$ cat src/rtl/sysreg_pkg.sv
// Shared encodings for the SPR stack-access controller: FSM states and
// memory read/write direction.
package sysreg_pkg;

  typedef enum logic [1:0] {
    IDLE = 2'd0,
    REQ  = 2'd1,
    WAIT = 2'd2,
    DONE = 2'd3
  } stackState_t;

  localparam logic MEM_READ  = 1'b0;
  localparam logic MEM_WRITE = 1'b1;

endpackage

$ cat src/rtl/sysreg_spr_stack_ctrl_if.sv
// Load/store memory port used by the SPR stack controller; the controller is
// the master, the memory system is the slave.
interface sysreg_spr_stack_ctrl_if #(
  parameter int N = 32
);

  logic         oMEM_REQ;
  logic         oMEM_RW;
  logic [N-1:0] oMEM_ADDR;
  logic [N-1:0] oMEM_DATA;
  logic         iMEM_BUSY;
  logic         iMEM_VALID;
  logic [N-1:0] iMEM_DATA;

  modport master (
    output oMEM_REQ, oMEM_RW, oMEM_ADDR, oMEM_DATA,
    input  iMEM_BUSY, iMEM_VALID, iMEM_DATA
  );

  modport slave (
    input  oMEM_REQ, oMEM_RW, oMEM_ADDR, oMEM_DATA,
    output iMEM_BUSY, iMEM_VALID, iMEM_DATA
  );

endinterface

$ cat src/rtl/sysreg_spr_addr_calc.sv
// Combinational stack-slot address, updated SPR and alignment check.
// PUSH pre-decrements, POP post-increments; arithmetic wraps modulo 2^N.
module sysreg_spr_addr_calc #(
  parameter int N    = 32,
  parameter int STEP = 4
) (
  input  logic         pop,
  input  logic [N-1:0] spr,
  output logic [N-1:0] addr,
  output logic [N-1:0] newSpr,
  output logic         misaligned
);

  localparam logic [N-1:0] STEP_N    = N'(STEP);
  localparam logic [N-1:0] STEP_MASK = N'(STEP - 1);

  assign misaligned = |(spr & STEP_MASK);
  assign addr       = pop ? spr : spr - STEP_N;
  assign newSpr     = pop ? spr + STEP_N : spr - STEP_N;

endmodule

$ cat src/rtl/sysreg_spr_stack_ctrl.sv
// Execute-stage PUSH/POP initiator: one memory transaction per command, then
// writes the updated stack pointer back to the SPR register.
module sysreg_spr_stack_ctrl
  import sysreg_pkg::*;
#(
  parameter int N    = 32,
  parameter int STEP = 4
) (
  input  logic                           iCLOCK,
  input  logic                           inRESET,
  input  logic                           iFLUSH,
  input  logic                           iCMD_VALID,
  input  logic                           iCMD_POP,
  input  logic [N-1:0]                   iCMD_DATA,
  output logic                           oCMD_BUSY,
  input  logic [N-1:0]                   iSPR_DATA,
  sysreg_spr_stack_ctrl_if.master        memBus,
  output logic                           oSPR_REGIST_REQ,
  output logic [N-1:0]                   oSPR_REGIST_DATA,
  output logic                           oPOP_VALID,
  output logic [N-1:0]                   oPOP_DATA,
  output logic                           oFAULT
);

  stackState_t  state, stateNext;
  logic         accept, transfer, finish;
  logic         opPop, memRw, aborted, fault;
  logic [N-1:0] memAddr, memData, newSpr, sprData, popData;
  logic [N-1:0] calcAddr, calcNewSpr;
  logic         calcMisaligned;

  sysreg_spr_addr_calc #(.N(N), .STEP(STEP)) addrCalc (
    .pop        (iCMD_POP),
    .spr        (iSPR_DATA),
    .addr       (calcAddr),
    .newSpr     (calcNewSpr),
    .misaligned (calcMisaligned)
  );

  always_ff @(posedge iCLOCK or negedge inRESET) begin
    if (!inRESET) state <= IDLE;
    // NOTE: registers take <= so every flop samples pre-edge values, whatever the statement order.
    else          state <= stateNext;
  end

  // NOTE: every always_comb output gets a default first, so no path leaves one unassigned and infers a latch.
  always_comb begin
    stateNext       = state;
    accept          = 1'b0;
    transfer        = 1'b0;
    finish          = 1'b0;
    oCMD_BUSY       = 1'b1;
    memBus.oMEM_REQ = 1'b0;
    oSPR_REGIST_REQ = 1'b0;
    oPOP_VALID      = 1'b0;
    case (state)
      IDLE: begin
        oCMD_BUSY = 1'b0;
        if (iCMD_VALID && !iFLUSH) begin
          accept = 1'b1;
          if (!calcMisaligned) stateNext = REQ;
        end
      end
      REQ: begin
        memBus.oMEM_REQ = 1'b1;
        if (!memBus.iMEM_BUSY) begin
          transfer  = 1'b1;
          stateNext = WAIT;
        end else if (iFLUSH) begin
          stateNext = IDLE;
        end
      end
      WAIT: begin
        // A flushed transaction still has to drain its response before IDLE.
        if (memBus.iMEM_VALID) begin
          finish    = !(aborted || iFLUSH);
          stateNext = finish ? DONE : IDLE;
        end
      end
      DONE: begin
        oSPR_REGIST_REQ = !iFLUSH;
        oPOP_VALID      = !iFLUSH && opPop;
        stateNext       = IDLE;
      end
    endcase
  end

  always_ff @(posedge iCLOCK or negedge inRESET) begin
    if (!inRESET) begin
      opPop   <= 1'b0;
      memRw   <= MEM_READ;
      memAddr <= '0;
      memData <= '0;
      newSpr  <= '0;
      aborted <= 1'b0;
      fault   <= 1'b0;
      sprData <= '0;
      popData <= '0;
    end else begin
      fault <= accept && calcMisaligned;
      if (accept && !calcMisaligned) begin
        opPop   <= iCMD_POP;
        memRw   <= iCMD_POP ? MEM_READ : MEM_WRITE;
        memAddr <= calcAddr;
        memData <= iCMD_DATA;
        newSpr  <= calcNewSpr;
        aborted <= 1'b0;
      end
      if ((transfer || state == WAIT) && iFLUSH) aborted <= 1'b1;
      // Result registers update on entry to DONE and then hold.
      if (finish) begin
        sprData <= newSpr;
        if (opPop) popData <= memBus.iMEM_DATA;
      end
    end
  end

  assign memBus.oMEM_RW   = memRw;
  assign memBus.oMEM_ADDR = memAddr;
  assign memBus.oMEM_DATA = memData;
  assign oSPR_REGIST_DATA = sprData;
  assign oPOP_DATA        = popData;
  assign oFAULT           = fault;

endmodule

$ cat src/flat_wrapper.sv
// flat-port wrapper written by rule: the top's interface ports become plain ports
module sysreg_spr_stack_ctrl_flat import sysreg_pkg::*;
#(
  parameter int N    = 32,
  parameter int STEP = 4
)
  (iCLOCK, inRESET, iFLUSH, iCMD_VALID, iCMD_POP, iCMD_DATA, oCMD_BUSY, iSPR_DATA, oSPR_REGIST_REQ, oSPR_REGIST_DATA, oPOP_VALID, oPOP_DATA, oFAULT, memBus_oMEM_REQ, memBus_oMEM_RW, memBus_oMEM_ADDR, memBus_oMEM_DATA, memBus_iMEM_BUSY, memBus_iMEM_VALID, memBus_iMEM_DATA);
  sysreg_spr_stack_ctrl_if #(.N(N)) memBus_i ();
  input  logic iCLOCK;
  input  logic inRESET;
  input  logic iFLUSH;
  input  logic iCMD_VALID;
  input  logic iCMD_POP;
  input  logic [N-1:0] iCMD_DATA;
  output logic oCMD_BUSY;
  input  logic [N-1:0] iSPR_DATA;
  output logic oSPR_REGIST_REQ;
  output logic [N-1:0] oSPR_REGIST_DATA;
  output logic oPOP_VALID;
  output logic [N-1:0] oPOP_DATA;
  output logic oFAULT;
  output wire logic [$bits(memBus_i.oMEM_REQ)-1:0] memBus_oMEM_REQ;
  output wire logic [$bits(memBus_i.oMEM_RW)-1:0] memBus_oMEM_RW;
  output wire logic [$bits(memBus_i.oMEM_ADDR)-1:0] memBus_oMEM_ADDR;
  output wire logic [$bits(memBus_i.oMEM_DATA)-1:0] memBus_oMEM_DATA;
  input wire logic [$bits(memBus_i.iMEM_BUSY)-1:0] memBus_iMEM_BUSY;
  input wire logic [$bits(memBus_i.iMEM_VALID)-1:0] memBus_iMEM_VALID;
  input wire logic [$bits(memBus_i.iMEM_DATA)-1:0] memBus_iMEM_DATA;
  assign memBus_oMEM_REQ = memBus_i.oMEM_REQ;
  assign memBus_oMEM_RW = memBus_i.oMEM_RW;
  assign memBus_oMEM_ADDR = memBus_i.oMEM_ADDR;
  assign memBus_oMEM_DATA = memBus_i.oMEM_DATA;
  assign memBus_i.iMEM_BUSY = memBus_iMEM_BUSY;
  assign memBus_i.iMEM_VALID = memBus_iMEM_VALID;
  assign memBus_i.iMEM_DATA = memBus_iMEM_DATA;
  sysreg_spr_stack_ctrl #(.N(N), .STEP(STEP)) u_core (.iCLOCK(iCLOCK), .inRESET(inRESET), .iFLUSH(iFLUSH), .iCMD_VALID(iCMD_VALID), .iCMD_POP(iCMD_POP), .iCMD_DATA(iCMD_DATA), .oCMD_BUSY(oCMD_BUSY), .iSPR_DATA(iSPR_DATA), .memBus(memBus_i), .oSPR_REGIST_REQ(oSPR_REGIST_REQ), .oSPR_REGIST_DATA(oSPR_REGIST_DATA), .oPOP_VALID(oPOP_VALID), .oPOP_DATA(oPOP_DATA), .oFAULT(oFAULT));
endmodule
$ cat config.mk
export PLATFORM = sky130hd
export DESIGN_NAME = sysreg_spr_stack_ctrl_flat
export DESIGN_NICKNAME = d
export VERILOG_FILES = /design/src/rtl/sysreg_pkg.sv /design/src/rtl/sysreg_spr_stack_ctrl_if.sv /design/src/rtl/sysreg_spr_addr_calc.sv /design/src/rtl/sysreg_spr_stack_ctrl.sv /design/src/flat_wrapper.sv
export SDC_FILE = /design/constraint.sdc
export NUM_CORES = 1
export LEC_CHECK = 0
export CORE_MARGIN = 10
export CORE_UTILIZATION = 54
export DETAILED_ROUTE_END_ITERATION = 7
export DONT_BUFFER_PORTS = 1
export PLACE_DENSITY = 0.8
export SLEW_MARGIN = 20
export SYNTH_ARGS = -nofsm -noshare
export SYNTH_HDL_FRONTEND = slang
export SYNTH_SLANG_ARGS = --single-unit
$ cat constraint.sdc
create_clock -name iCLOCK -period 2.25 [get_ports iCLOCK]
set_input_delay 0 -clock iCLOCK [delete_from_list [all_inputs] [get_ports iCLOCK]]
set_output_delay 0 -clock iCLOCK [all_outputs]
set_load 0.01 [all_outputs]
==> flow_summary.yaml, run 1 <==
timing:
  fin_worst_skew_ns: 0.00854
  fin_ws_ns: 0.0689
  rsz0062_at_grt: "no"
  whs_ns: -0.719
  setup_viol: 0
  hold_viol_final: 164
  tightest_slew_ns: 0.676
  fin_crit_sh_pct: 96.9
  fmax_mhz: 458
  slew_headroom_pct: 54.6
  setup_tns_ns: 0
  period_needed_ns: 2.18
  drv_slew: 0
route:
  drtPass1Iterations: 5
  routed_wl_um: 23100
  avgViaCountPerCell: 5.81
  vias: 5928
  avgRoutedWirePerCell_um: 22.7
  postRouteAntennaNets: 0
  drt_iter0_drc: 442
  drc: 0
yosys:
  yosysUniqueCellTypes: 51
  syn_area_um2: 7440
  syn_nets: 828
  yosys-top-cells-area: "dfrtp_1, mux2_2, nand2_1"
  synth_cells: 721
  ys_warn_count: 0
  yosysTopAreaCellShare_pct: 55.2
  synth-main-ff-cell: "dfrtp_1"
  synth_enable_flop_cells: 0
  yosys_register_bits: 164
  seq_area_frac_synth_pct: 55.2
  synth_area_leader_cell: "dfrtp_1"
  syn_avg_cell_area_um2: 10.3
  async_flop_share_pct: 100
setup_path:
  cp_max_fo: 48
  rrSetupSlack_ns: 0.07
  start_kind: "flip-flop"
  critPathLaunch: "u_core.state[1]"
  timing.rr.start: "u_core.state[1]"
  crit_arrival_ns: 2.51
  cp.required_ns: 2.58
  critPathCaptureType: "flip-flop"
  worstSetupPathType: "reg2reg"
pwr:
  clkPwrFrac_pct: 30.5
  p_sw_w: 0.00280
  pwr-share-comb_pct: 14.3
  p_per_area_nw_per_um2: 950
  leakagePower_nw: 4.40
  p_seq_share_pct: 55.1
  p_int_w: 0.00614
  swShare_pct: 31.3
  irDropWorstVdd_mv: 0.529
placement:
  dp_slack_ns: 0.0139
  hpwl_um: 14700
  io_buffers: 0
  globalplace.congestion: 0.847
clocking:
  cts_buffers: 17
  cts_tree: "yes"
  cts_buffer_depth: 2
  post-cts-setup-buffers: 0
  clkSlewWorstSetupHoldPaths_ns: 0.06
  cts-hold-fix-buffers: 116
  clock-sinks: 164
  cts-htree-levels: 4
  root_buffer: "clkbuf_16"
  insertion_delay_ns: 0.41
cells_and_area:
  final_common_cell: "nand2_1"
  syn_to_final_growth_pct: 26.6
  fill_cells: 925
  drive_gt1_share_pct: 15.6
  fin_nets: 936
  finish.utilization_pct: 70.6
  final_cell_mix: "nand2_1, dfrtp_1, dlygate4sd3_1, mux2_2, o21ai_0"
status:
  outcome: "finished, violations left"
  violations: "negative hold slack"
grt:
  grt.overflow.total: 0
  grt_antenna_before_repair: 1
  grt_max_degree: 165
  grt_pass1_wl_um: 36000
  grt_usage_pct: 24.5
  grt_pass1_vias: 5997
min_path:
  hold_class: "in2async"
run:
  drv_cap: 0
die:
  core_um2: 13300
  rows: 42
  dieArea_um2: 18900
  die_w_um: 137
  start_util_pct: 55.7
  io_pins: 237
  die_height_um: 137
==> power groups by stage <==
| stage | logic, W | clock network, W | registers [W] |
|---|---|---|---|
| after floorplan | 0.000861 | 0 | 0.00462 |
| after global placement | 0.000924 | 0 | 0.00493 |
| after detailed placement | 0.00100 | 0 | 0.00496 |
| after CTS | 0.00123 | 0.00276 | 0.00492 |
| after global routing | 0.00145 | 0.00290 | 0.00503 |
| final | 0.00128 | 0.00273 | 0.00493 |
==> cell families after synthesis <==
logic type	Yosys count	synth area share [%]
AO/OA/AOI/OAI	86	7.08
XOR/XNOR	41	4.83
adder cells (fa/ha/maj)	4	0.673
buffers and inverters	56	3.04
flip-flops	164	55.2
multiplexers	65	9.84
AND/OR/NAND/NOR	305	19.3
==> path summary, 6_finish.rpt <==
path                                                     to  cells past startpoint
worst max register to register            u_core.newSpr[29]                      5
worst min register to register             u_core.newSpr[2]                      2
worst max-delay path                      u_core.newSpr[29]                      5
worst min-delay path            u_core.memBus.oMEM_DATA[23]                      0
min in group iCLOCK                       u_core.newSpr[20]                      3
max in group asynchronous       u_core.memBus.oMEM_ADDR[26]                      0
==> layout make-up <==
type,instances,area (um2),share of cell area (%)
flip-flops and latches,164,4100,43.6
clock buffers,23,478,5.08
clock inverters,9,78.8,0.837
inverters,6,22.5,0.239
diodes,2,5.00,0.0531
repair buffers,139,1370,14.5
multi-input cells,501,3140,33.3
well taps,176,220,2.34
==> Yosys cell counts (2+ instances only) <==
| master | count |
|---|---|
| or4_1 | 4 |
| or2_2 | 3 |
| a32oi_1 | 3 |
| o211ai_1 | 2 |
| or4_4 | 2 |
| nand2b_1 | 3 |
| and2_1 | 5 |
| nor4_1 | 7 |
| nor2_1 | 22 |
| a211o_1 | 4 |
| clkbuf_1 | 44 |
| nor2b_1 | 4 |
| o32ai_1 | 2 |
| inv_1 | 6 |
| o31a_1 | 2 |
| nand2_1 | 176 |
| mux2_2 | 65 |
| ha_1 | 4 |
| nand4_1 | 17 |
| dfrtp_1 | 164 |
| a31oi_1 | 3 |
| a21boi_0 | 2 |
| xor2_1 | 21 |
| and4_1 | 2 |
| buf_4 | 2 |
| and3_1 | 8 |
| xnor2_1 | 20 |
| buf_1 | 2 |
| o31ai_1 | 7 |
| a22oi_1 | 2 |
| a21oi_1 | 5 |
| nand3b_1 | 3 |
| nand4b_1 | 3 |
| o21ai_0 | 48 |
| nand3_1 | 21 |
| or3_1 | 8 |
| and3b_1 | 2 |
| nor3_1 | 10 |
==> worst max-delay path: stages, from the launching register on <==
cell      delay, ns
dfrtp_1        0.37
or4b_2         0.70
or3_4          0.44
buf_12         0.21
o31a_1         0.29
o211ai_1       0.09
==> per-layer routing <==
| layer | global-route usage [%] | wire (um) |
|---|---|---|
| met2 | 40.9 | 11500 |
| met1 | 29.4 | 8780 |
| met4 | 5.97 | 237 |
| met3 | 9.07 | 2610 |
| met5 | 0 | 0 |
==> per-stage QoR <==
step	hold WS (ns)	instances	area, um2	power [W]
detailed placement	-0.290	870	7670	0.00597
global route	-0.744	1019	9420	0.00938
floorplan	-0.296	721	7440	0.00548
global placement	-0.291	870	7670	0.00585
finish	-0.719	1020	9420	0.00895
CTS	-0.734	1018	9380	0.00891
==> flip-flops by register name, summed over array words and instances, names as in the netlist <==
register and count:
u_core.oFAULT 1, u_core.opPop 1, u_core.oSPR_REGIST_DATA 32, u_core.aborted 1, u_core.memBus.oMEM_DATA 32, u_core.oPOP_DATA 32
u_core.newSpr 32, u_core.memBus.oMEM_RW 1, u_core.memBus.oMEM_ADDR 30, u_core.state 2
==> what timing repair did <==
item,CTS,global route
gates resized for setup,0,8
endpoints found under the setup margin,0,48
hold endpoints to repair,294,164
Power figures use the tool's default switching activity.
==> run 2, diff against run 1 <==
- REMOVE_ABC_BUFFERS: unset -> 1
==> run 2 against run 1 <==
  * The flow still finishes with violations (negative hold slack)
  * Largest power group unchanged
  * Fmax up 5.2%
  * Setup slack better by 0.11 ns
  * Largest cell class unchanged
  * Combinational power is 3% lower
  * Register-to-register slack improved by 0.11 ns
  * Core utilization is 0.60 points lower
==> flow_summary.yaml, run 2 (same netlist as run 1, synthesis figures left out) <==
die:
  die_w_um: 137
  core_um2: 13300
  rows: 42
  die_height_um: 137
  io_pins: 237
  start_util_pct: 55.7
  dieArea_um2: 18900
grt:
  grt_usage_pct: 23.5
  grt.overflow.total: 0
  grt_pass1_vias: 6136
  grt_pass1_wl_um: 34700
  grt_max_degree: 165
  grt_antenna_before_repair: 0
status:
  outcome: "finished, violations left"
  violations: "negative hold slack"
route:
  wl_met3_um: 2620
  drtPass1Iterations: 5
  postRouteAntennaNets: 0
  drt_iter0_drc: 386
  avgViaCountPerCell: 5.91
  met1_length_um: 8030
  drc: 0
  avgRoutedWirePerCell_um: 21.8
  routed_wl_um: 22200
  wl_met2_um: 10900
  top_layer_used: "met4"
  vias: 5994
placement:
  post_dp_cell_area_um2: 7680
  hpwl_um: 14300
  dp_slack_ns: 0.0436
  globalplace.congestion: 0.906
  io_buffers: 0
setup_path:
  crit_arrival_ns: 2.42
  max_stage_delay_ns: 0.54
  r2r_cells: 5
  crit_family: "simple AND/OR/NAND/NOR gates"
  start_kind: "flip-flop"
  cp.required_ns: 2.59
  crit_buf_inv: 1
  cp_cell_sequence: "or4b_4, or3_4, buf_4, or3_1, nand4_1"
  timing.rr.start: "u_core.state[1]"
  reg2reg_to: "u_core.newSpr[31]"
  worstSetupPathDepth: 5
  worstSetupPathType: "reg2reg"
  cp_max_fo: 6
  critPathCaptureType: "flip-flop"
  worst_path_max_delay_cell: "or4b_4"
  rrSetupSlack_ns: 0.18
timing:
  fin_ws_ns: 0.177
  whs_ns: -0.725
  hold_viol_final: 164
  slew_headroom_pct: 54.0
  rsz0062_at_grt: "no"
  period_needed_ns: 2.07
  fmax_mhz: 482
  setup_viol: 0
  fin_worst_skew_ns: 0.00475
  drv_slew: 0
  fin_crit_sh_pct: 92.1
  tightest_slew_ns: 0.685
cells_and_area:
  final_common_cell: "nand2_1"
  finish.utilization_pct: 70.0
  drive_gt1_share_pct: 15.9
  syn_to_final_growth_pct: 25.6
  seqCellArea_um2: 4100
  fin_nets: 934
  n_antenna_cell: 0
  final_area_um2: 9340
  fill_cells: 937
  final_cell_mix: "nand2_1, dfrtp_1, dlygate4sd3_1, mux2_2, o21ai_0"
  multiInputGateArea_um2: 3130
clocking:
  insertion_delay_ns: 0.42
  cts-hold-fix-buffers: 109
  cts_tree: "yes"
  cts_buffers: 17
  cts-htree-levels: 4
  root_buffer: "clkbuf_16"
  clkSlewWorstSetupHoldPaths_ns: 0.06
  cts_buffer_depth: 2
  clock-sinks: 164
pwr:
  p_per_area_nw_per_um2: 940
  leakagePower_nw: 4.36
  finalPower_w: 0.00878
  irDropWorstVdd_mv: 0.501
run:
  drv_cap: 0
min_path:
  hold_class: "in2async"
==> run 2: power by group <==
part           internal [W]  leakage, nW  switching [W]
registers           0.00383         2.13        0.00108
logic              0.000683         1.96       0.000552
clock network       0.00153        0.266        0.00109
total               0.00605         4.36        0.00273
==> run 2: metal layers <==
| layer | GRT usage (%) | up-vias |
|---|---|---|
| li1 | - | 2681 |
| met5 | 0 | - |
| met3 | 9.29 | 40 |
| met4 | 9.13 | 0 |
| met2 | 39.1 | 330 |
| met1 | 26.8 | 2943 |
==> run 2: per-stage QoR <==
step | setup TNS, ns | std cells | hold WS [ns]
6_report | 0 | 1015 | -0.725
5_1_grt | 0 | 1015 | -0.749
4_1_cts | 0 | 1012 | -0.741
3_5_place_dp | 0 | 872 | -0.290
3_3_place_gp | 0 | 872 | -0.290
2_1_floorplan | -123.52 | 671 | -0.296
==> run 2: final cells by class <==
class / count / area share [%]
well taps: 176 / 2.36
clock inverters: 10 / 0.911
flip-flops and latches: 164 / 44.0
inverters: 6 / 0.241
multi-input cells: 501 / 33.5
repair buffers: 137 / 14.2
clock buffers: 21 / 4.82
==> run 2: worst max-delay path by stage <==
stage                    start                     endpoint  slack (ns)
2_1_floorplan  u_core.state[1]  u_core.memBus.oMEM_ADDR[24]       -1.86
3_3_place_gp   u_core.state[1]            u_core.newSpr[29]         0.1
3_5_place_dp   u_core.state[1]            u_core.newSpr[29]        0.04
4_1_cts        u_core.state[1]            u_core.newSpr[29]        0.02
5_1_grt           iSPR_DATA[2]  u_core.memBus.oMEM_ADDR[28]        0.07
6_report       u_core.state[1]            u_core.newSpr[31]        0.18
==> run 2: what timing repair did <==
action | in CTS | in global routing
setup endpoints to repair | 0 | 12
setup buffers | 0 | 3
gates resized for setup | 0 | 2
endpoints found under the hold margin | 296 | 164
